[config.mk]
export PLATFORM = sky130hd
export DESIGN_NAME = coin_acceptor
export DESIGN_NICKNAME = d
export VERILOG_FILES = /design/src/rtl/coin_pkg.sv /design/src/rtl/coin_acceptor_sync_edge_det.sv /design/src/rtl/coin_acceptor.sv
export SDC_FILE = /design/constraint.sdc
export NUM_CORES = 1
export LEC_CHECK = 0
export ABC_AREA = 1
export BUFFER_PORTS_ARGS = -buffer_cell sky130_fd_sc_hd__buf_2
export CAP_MARGIN = 20
export CORE_ASPECT_RATIO = 2
export CORE_MARGIN = 1
export CORE_UTILIZATION = 35
export DETAILED_ROUTE_END_ITERATION = 8
export GPL_TIMING_DRIVEN = 0
export HOLD_SLACK_MARGIN = 0.1
export PLACE_DENSITY_LB_ADDON = 0.15
export REMOVE_ABC_BUFFERS = 1
export SKIP_CTS_REPAIR_TIMING = 1
export SYNTH_ARGS = -nofsm -noshare
export SYNTH_HDL_FRONTEND = slang
export SYNTH_SLANG_ARGS = --single-unit
export TNS_END_PERCENT = 1
[constraint.sdc]
create_clock -name clk_i -period 3.5 [get_ports clk_i]
set_input_delay 0.525 -clock clk_i [delete_from_list [all_inputs] [get_ports clk_i]]
set_output_delay 0.525 -clock clk_i [all_outputs]
set_load 0.02 [all_outputs]
[src/rtl/coin_pkg.sv]
// Shared types and helpers for the coin front-end: denominations, FSM states
// and the refund change unit.
package coin_pkg;

    typedef enum logic [1:0] {
        COIN_5C  = 2'b00,
        COIN_10C = 2'b01,
        COIN_25C = 2'b10,
        COIN_50C = 2'b11
    } coin_type_e;

    typedef enum logic [1:0] {
        IDLE   = 2'b00,
        CREDIT = 2'b01,
        REFUND = 2'b10
    } acc_state_e;

    localparam int unsigned CHANGE_UNIT = 5;

    function automatic logic [5:0] coin_value(input coin_type_e coin_type);
        case (coin_type)
            COIN_5C:  return 6'd5;
            COIN_10C: return 6'd10;
            COIN_25C: return 6'd25;
            default:  return 6'd50;
        endcase
    endfunction

endpackage

[src/rtl/coin_acceptor_sync_edge_det.sv]
// Two-flop synchroniser for an asynchronous level followed by a rising-edge
// detector producing a single-cycle pulse in the clk_i domain.
module sync_edge_det (
    input  logic clk_i,
    input  logic rst_ni,
    input  logic async_i,
    output logic rise_o
);

    logic [1:0] sync_q;
    logic       prev_q;

    // NOTE: sequential state uses non-blocking assignments so every flop
    // samples the pre-edge value of its neighbour; blocking here would
    // collapse the synchroniser chain into a single flop.
    always_ff @(posedge clk_i or negedge rst_ni) begin
        if (!rst_ni) begin
            sync_q <= '0;
            prev_q <= 1'b0;
        end else begin
            sync_q <= {sync_q[0], async_i};
            prev_q <= sync_q[1];
        end
    end

    assign rise_o = sync_q[1] & ~prev_q;

endmodule

[src/rtl/coin_acceptor.sv]
// Coin front-end: detects coin arrivals, accumulates the balance in cents,
// issues one credit pulse per FARE covered and refunds the rest in 5c steps.
module coin_acceptor
    import coin_pkg::*;
#(
    parameter int unsigned FARE  = 100,
    parameter int unsigned BAL_W = 10
) (
    input  logic             clk_i,
    input  logic             rst_ni,
    input  logic             coin_sense_i,
    input  logic [1:0]       coin_type_i,
    input  logic             refund_i,
    input  logic             credit_full_i,
    output logic             credit_o,
    output logic             change_o,
    output logic             reject_o,
    output logic             busy_o,
    output logic [BAL_W-1:0] balance_o
);

    localparam logic [BAL_W-1:0] FARE_B   = BAL_W'(FARE);
    localparam logic [BAL_W-1:0] CHANGE_B = BAL_W'(CHANGE_UNIT);
    localparam logic [BAL_W:0]   MAX_BAL  = {1'b0, {BAL_W{1'b1}}};

    acc_state_e       state_q, state_d;
    logic [BAL_W-1:0] balance_q, balance_d;
    logic [BAL_W-1:0] base;
    logic [BAL_W-1:0] coin_val;
    logic [BAL_W:0]   sum;
    logic             coin_evt;

    sync_edge_det u_sense_sync (
        .clk_i   (clk_i),
        .rst_ni  (rst_ni),
        .async_i (coin_sense_i),
        .rise_o  (coin_evt)
    );

    assign coin_val = BAL_W'(coin_value(coin_type_e'(coin_type_i)));

    // NOTE: every signal written here gets a default first, so no path
    // through the case leaves a value unassigned and no latch is inferred.
    always_comb begin
        state_d  = state_q;
        base     = balance_q;
        credit_o = 1'b0;
        change_o = 1'b0;
        reject_o = 1'b0;
        sum      = '0;

        case (state_q)
            IDLE: begin
                if (refund_i && balance_q != '0) begin
                    state_d = REFUND;
                end else if (balance_q >= FARE_B && !credit_full_i) begin
                    state_d = CREDIT;
                end
            end
            CREDIT: begin
                credit_o = 1'b1;
                base     = balance_q - FARE_B;
                state_d  = IDLE;
            end
            REFUND: begin
                change_o = 1'b1;
                base     = balance_q - CHANGE_B;
                if (balance_q == CHANGE_B) begin
                    state_d = IDLE;
                end
            end
            default: state_d = IDLE;
        endcase

        // Overflow is judged against the post-subtract balance, so a coin
        // landing on a credit cycle sees the room the credit just freed.
        if (coin_evt) begin
            sum = {1'b0, base} + {1'b0, coin_val};
            if (state_q == REFUND || sum > MAX_BAL) begin
                reject_o = 1'b1;
            end else begin
                base = sum[BAL_W-1:0];
            end
        end

        balance_d = base;
    end

    always_ff @(posedge clk_i or negedge rst_ni) begin
        if (!rst_ni) begin
            state_q   <= IDLE;
            balance_q <= '0;
        end else begin
            state_q   <= state_d;
            balance_q <= balance_d;
        end
    end

    assign busy_o    = (state_q != IDLE);
    assign balance_o = balance_q;

endmodule

==> results of run 1 <==
[worst reg2reg max path, delay by kind of cell (launching register included)]
family,cells,cell delay [ns]
adders and majority gates,2,0.54
DFF,1,0.39
buffers and inverters,3,0.37
and+or+nand+nor,9,0.81
AOI/OAI and AO/OA,4,0.78
[flip-flops by register name, summed over array words and instances, names as in the netlist]
| signal | count |
|---|---|
| u_sense_sync.sync_q | 2 |
| u_sense_sync.prev_q | 1 |
| balance_o | 10 |
| state_q | 2 |
[metal layers]
| metal | share of wire, % | vias up |
|---|---|---|
| met1 | 35 | 842 |
| met4 | 7.0 | 0 |
| li1 | - | 929 |
| met5 | 0 | - |
| met3 | 3.0 | 26 |
| met2 | 55 | 54 |
[synthesized netlist by cell type (all sizes together)]
master    n  area [µm²]
a21oi     8        43.8
nand3    26         145
nand4    12        81.3
nand2    67         279
inv      39         146
a21o      1        7.51
clkinv    1        8.76
a31o      2        17.5
dfrtp    15         375
or2       2        12.5
o21ai     8        40.0
buf       3        30.0
fa        1        20.0
o211ai    1        7.51
clkbuf    1        3.75
o22ai     1        6.26
ha       20         250
nand3b    1        7.51
nor2     34         168
a31oi     5        31.3
o31a      1        8.76
o2111ai   1        8.76
nor3      1        10.0
a22oi     1        7.51
xnor2     3        26.3
a211oi    1        7.51
[path summary, 6_finish.rpt]
check                                         end  slack [ns]  depth (start not counted)
max in group asynchronous            balance_o[3]        3.04                          1
min in group clk_i         u_sense_sync.sync_q[1]        0.36                          0
hold / removal                       balance_o[5]        0.18                          1
setup reg to reg                     balance_o[9]        0.52                         18
hold reg to reg            u_sense_sync.sync_q[1]        0.36                          0
setup / recovery                         reject_o       -0.06                         19
[cell usage in the layout, fill, tap and decap left out, drive strengths merged, types with 2 or more instances in the layout]
master and count:
nand3 26, ha 20, a31o 2, a21oi 8, o21ai 8, clkbuf 4
or2 2, buf 46, xnor2 3, dfrtp 15, nand4 12, nor2 34
inv 38, nand2 67, a31oi 5
[stage by stage]
| step | TNS (ns) | hold WS, ns | power, µW | worst slack, ns | instances |
|---|---|---|---|---|---|
| global placement | -1.93 | 0.343 | 1840 | -0.668 | 329 |
| detailed placement | -1.16 | 0.336 | 1850 | -0.577 | 329 |
| CTS | -1.69 | 0.196 | 1990 | -0.865 | 333 |
| floorplan | -0.147 | 0.229 | 1480 | -0.147 | 252 |
| global route | -0.207 | 0.203 | 2700 | -0.207 | 359 |
| finish | -0.0584 | 0.179 | 2460 | -0.0584 | 359 |
[cells by family (layout without fill, tap and decap cells)]
group / after synthesis / in the layout
and+or+nand+nor: 143 / 143
buffers and inverters: 44 / 90
AOI/OAI and AO/OA: 30 / 30
adders and majority gates: 21 / 21
DFF: 15 / 15
xor gates and xnor gates: 3 / 3
[report_power, final]
| group | leakage (µW) | internal [µW] | switching [µW] | total, µW |
|---|---|---|---|---|
| clock network | 0.0000228 | 80.7 | 62.7 | 143 |
| logic | 0.000966 | 815 | 1150 | 1960 |
| registers | 0.000183 | 245 | 113 | 358 |
| total | 0.00117 | 1140 | 1320 | 2460 |
[area by class of cell]
type                    instances  area (µm²)  area share, %
clock buffers                   4        45.0           1.98
inverters                      40         169           7.41
multi-input cells             197        1320           57.9
flip-flops and latches         15         378           16.6
well taps                      57        71.3           3.13
repair buffers                 46         295           13.0
==> run metrics, run 1 <==
critical path required time 2.97 ns; Synth Warn # 0; combinational family with the most area after synthesis simple AND/OR/NAND/NOR gates; Setup crit start state_q[0]; R2R Path Start balance_o[1]; # rows 36; Sink Count 15; Vias 1851; PnR worst setup slack -0.0584 ns; Total Wirelength 5.05 mm; Buf/Inv on CP 5; number of global-route vias before repair roughly 1700; CP endpoint kind output pin; H-tree depth 1; Synth Area in Adders 15.4%; power density over the cells 1080 mW/mm²; startpoint types flop; Fill cells 509; Rel. slew slack 70.7%; busiest grt layer met2; die area roughly 0.0053 mm²; mean routed wirelength per cell 14.1 µm; Yosys cell types 36; DRT iter0 DRCs 41; largest delay contributor family on the critical path adder cells; largest net degree at the start of global routing 16; post-layout min period around 3.6 ns; Yosys reg bits 15; DIE WIDTH 52.0 µm; Post-Synth Simple-Gate Area about two fifths; Port Buffer Count 20; Post-Synth XOR/XNOR Area 1.50%; total CTS buffers 3; root buffer cell clkbuf_8; initial antenna violation count 0; Longest Clk Path Bufs 2; Most Frequent Cell on Critical Path inv_2; Max Cap Viol 0; GRT Total Usage 19.3%; Final setup viols 1; CTS tree done; first-pass GRT wire length around 7.5 mm; IO Pins 21; n_diodes 0; Hold Vio Cnt, Final 0; Final Max Tran Viols 0; synthesized area per cell 6.84 µm²; failing checks negative setup slack; Layout area overhead 30.2%; Clk Latency, worst-skew pair about 0.25 ns; DP HPWL approximately 3.7 mm; DRC violations left 0; detailed-route vias per instance between 5 and 6; Initial Util 36.3%; Worst Hold Class in -> async; fin crit share 102%; aggregate global routing overflow 0; fmax 281 MHz; status complete, but fails checks; Clock transition at path regs 0.06 ns; Layout Nets 331; die height between 100 and 150 µm; RSZ-0062 raised after global routing true; Post-DRT Antenna Nets 0; share of cells above drive strength 1 35.4%; crit path max fanout 6; met1 track utilization from global routing 18.3%; Detailed Routing Iterations Pass 1 4; mux share of post-synthesis cell area 0%; Core Area 0.00482 mm²; Worst IR Drop VDD 466 µV; Mapped Area 0.00175 mm²; compound-gate portion of the synthesized area 10.7%; leakage power 0.00117 µW; crit path kind reg -> out; DP Area 0.00189 mm²; register area share after synthesis 21.4%; routability cong. just under 0.9; Max Clock Skew 0.00529 ns; CP arrival 3.03 ns; Largest stage delay, worst path 0.37 ns; Core Util, Final 47.3%; crit path max-delay cell type dfrtp_1; Synth Instances 256; final instance area 0.00228 mm²; M2 GR Usage 36.4%; Slew @ Worst Pin 0.438 ns; M3 GR Usage approximately 1.8%; crit-path cells inv_2 -> ha_4 -> nand2_4 -> inv_4 -> nand2_2 -> o21ai_2 -> ha_2 -> inv_2 -> fa_2 -> inv_2 -> nand3_2 -> nand2_2 -> a21oi_2 -> o21ai_2 -> nand4_2 -> nor2_4 -> nor2_4 -> nor2_1 -> buf_4
Note: power is estimated with default switching activity, not from simulation.
==> run 2: changes to the inputs <==
--- a/config.mk
+++ b/config.mk
@@ -6,7 +6,7 @@
 export NUM_CORES = 1
 export LEC_CHECK = 0
 export ABC_AREA = 1
-export BUFFER_PORTS_ARGS = -buffer_cell sky130_fd_sc_hd__buf_2
+export BUFFER_PORTS_ARGS = -buffer_cell sky130_fd_sc_hd__buf_4
 export CAP_MARGIN = 20
 export CORE_ASPECT_RATIO = 2
 export CORE_MARGIN = 1
==> run 2 against run 1 <==
Compared with the run above:
- the run still ends with negative setup slack left
- sequential cell count did not move
- count of clock-buffer cells in the layout did not move
- fmax up 1.2%
- combinational power fell by 5%
- global-route usage is 0.096 points higher
- power down 4.3%
- final area fell by 1.8%
- cell count down 1.9%
- worst setup slack better by 0.044 ns
- largest cell class unchanged
- highest routed layer unchanged
==> run metrics, run 2 (synthesis gave the netlist of run 1 again) <==
Largest stage delay, worst path 0.38 ns; fin crit share 100%; failing checks negative setup slack; Port Buffer Count 20; power density over the cells 1050 mW/mm²; crit-path cells inv_2 -> ha_4 -> clkinv_4 -> nor2_4 -> o21ai_2 -> ha_2 -> inv_2 -> fa_2 -> inv_2 -> nand3_2 -> nand2_2 -> a21oi_2 -> o21ai_2 -> nand4_2 -> nor2_4 -> nor2_4 -> nor2_2 -> buf_6; share of power burned in registers between 10% and 20%; Buf/Inv on CP 5; most frequent cells in the layout 60 x nand2_1, 38 x buf_4, 27 x inv_1, 24 x nor2_1, 22 x nand3_1; Clk Latency, worst-skew pair 0.24 ns; number of global-route vias before repair 1727; crit path kind reg -> out; Layout area overhead 27.8%; Clock transition at path regs 0.06 ns; Core Area 0.00482 mm²; RSZ-0062 raised after global routing true; status complete, but fails checks; leakage power 0.00115 µW; CP arrival 2.99 ns; startpoint types flop; Worst IR Drop VDD 439 µV; Total Wirelength 4.70 mm; Rel. slew slack between 70% and 80%; Max Cap Viol 0; detailed-route vias per instance 5.01; Slew @ Worst Pin 0.432 ns; Detailed Routing Iterations Pass 1 4; crit path max-delay cell type dfrtp_1; PnR worst setup slack -0.0148 ns; aggregate global routing overflow 0; post-layout min period 3.51 ns; DIE WIDTH 52.0 µm; Max Clock Skew 0.00422 ns; root buffer cell clkbuf_8; # rows 36; CTS tree done; DRC violations left 0; Final setup viols 1; Core Util, Final a little under half; n_diodes 0; H-tree depth 1; DP HPWL 3.79 mm; routability cong. 0.861; logic gate share of total power 78.8%; die height 102 µm; GRT Total Usage between 15 and 20%; Setup TNS Final -0.0148 ns; Final Max Tran Viols 0; NetSw 1260 µW; Layout Nets 324; crit path max fanout 6; commonest non-fill, non-tap cell in the layout nand2_1; initial antenna violation count 0; switching portion of total power 53.4%; DRT iter0 DRCs 17; IO Pins 21; mean routed wirelength per cell 13.3 µm; largest net degree at the start of global routing 16; Sink Count 15; CP endpoint kind output pin; critical path required time between 2 and 3 ns; Initial Util 36.3%; total CTS buffers 3; max FFs per register 10; Vias 1762; fmax 285 MHz; first-pass GRT wire length 7.58 mm; share of cells above drive strength 1 32.5%; Longest Clk Path Bufs 2; clock power share about 5.9%; Post-DRT Antenna Nets 0; Worst Hold Class in -> async; Hold Vio Cnt, Final 0; internal power 1100 µW; largest delay contributor family on the critical path adder cells; die area 0.00531 mm²
run 2: changes by cell type in the layout (fill, tap and decap cells not counted), sizes merged:
cell,change
buf,-7
clkinv,+1
clkinvlp,-1
run 2: through the flow:
stage | power (µW) | hold WS, ns | instances | cell area (µm²) | worst slack, ns
5_1_grt | 2600 | 0.137 | 352 | 2240 | -0.170
3_5_place_dp | 1890 | 0.340 | 329 | 1940 | -0.540
2_1_floorplan | 1480 | 0.229 | 252 | 1720 | -0.147
6_report | 2360 | 0.126 | 352 | 2240 | -0.0148
3_3_place_gp | 1880 | 0.343 | 329 | 1940 | -0.587
4_1_cts | 2030 | 0.135 | 333 | 1980 | -0.834
run 2: final timing paths:
kind / start / endpoint / slack (ns) / depth (start not counted)
worst min register to register: u_sense_sync.sync_q[0] / u_sense_sync.sync_q[1] / 0.35 / 0
worst max register to register: balance_o[3] / balance_o[9] / 0.50 / 17
min in group clk_i: u_sense_sync.sync_q[0] / u_sense_sync.sync_q[1] / 0.35 / 0
worst max-delay path: state_q[1] / reject_o / -0.01 / 18
worst min-delay path: rst_ni / balance_o[5] / 0.13 / 1
max in group asynchronous: rst_ni / balance_o[3] / 3.18 / 1
run 2: layer usage:
metal  up-vias  track usage (%)  share of wire [%]
met2        31             37.0                 56
met4         0             12.7                4.3
li1        914                -                  -
met3        15             1.49                1.7
met5         -                0                  0
met1       802             18.6                 38
run 2: cell type report:
type	instances	area, µm²
fill	513	2580
multi-input combinational	197	1290
sequential	15	378
timing repair buffer	39	297
inverter	40	160
tap	57	71.3
clock buffer	4	45.0
run 2: power groups by stage:
| stage | logic [µW] | registers [µW] | clock network [µW] |
|---|---|---|---|
| 6_report | 1860 | 359 | 140 |
| 4_1_cts | 1540 | 349 | 143 |
| 5_1_grt | 2070 | 375 | 150 |
| 3_5_place_dp | 1540 | 352 | 0 |
| 2_1_floorplan | 1090 | 392 | 0 |
| 3_3_place_gp | 1530 | 353 | 0 |
run 2: worst reg2reg max path, delay by kind of cell, from the launching register on:
family,cells,cell delay [ns]
AO/OA/AOI/OAI,4,0.79
flip-flops,1,0.44
buffers and inverters,2,0.23
adder cells (fa/ha/maj),2,0.65
AND/OR/NAND/NOR,9,0.79
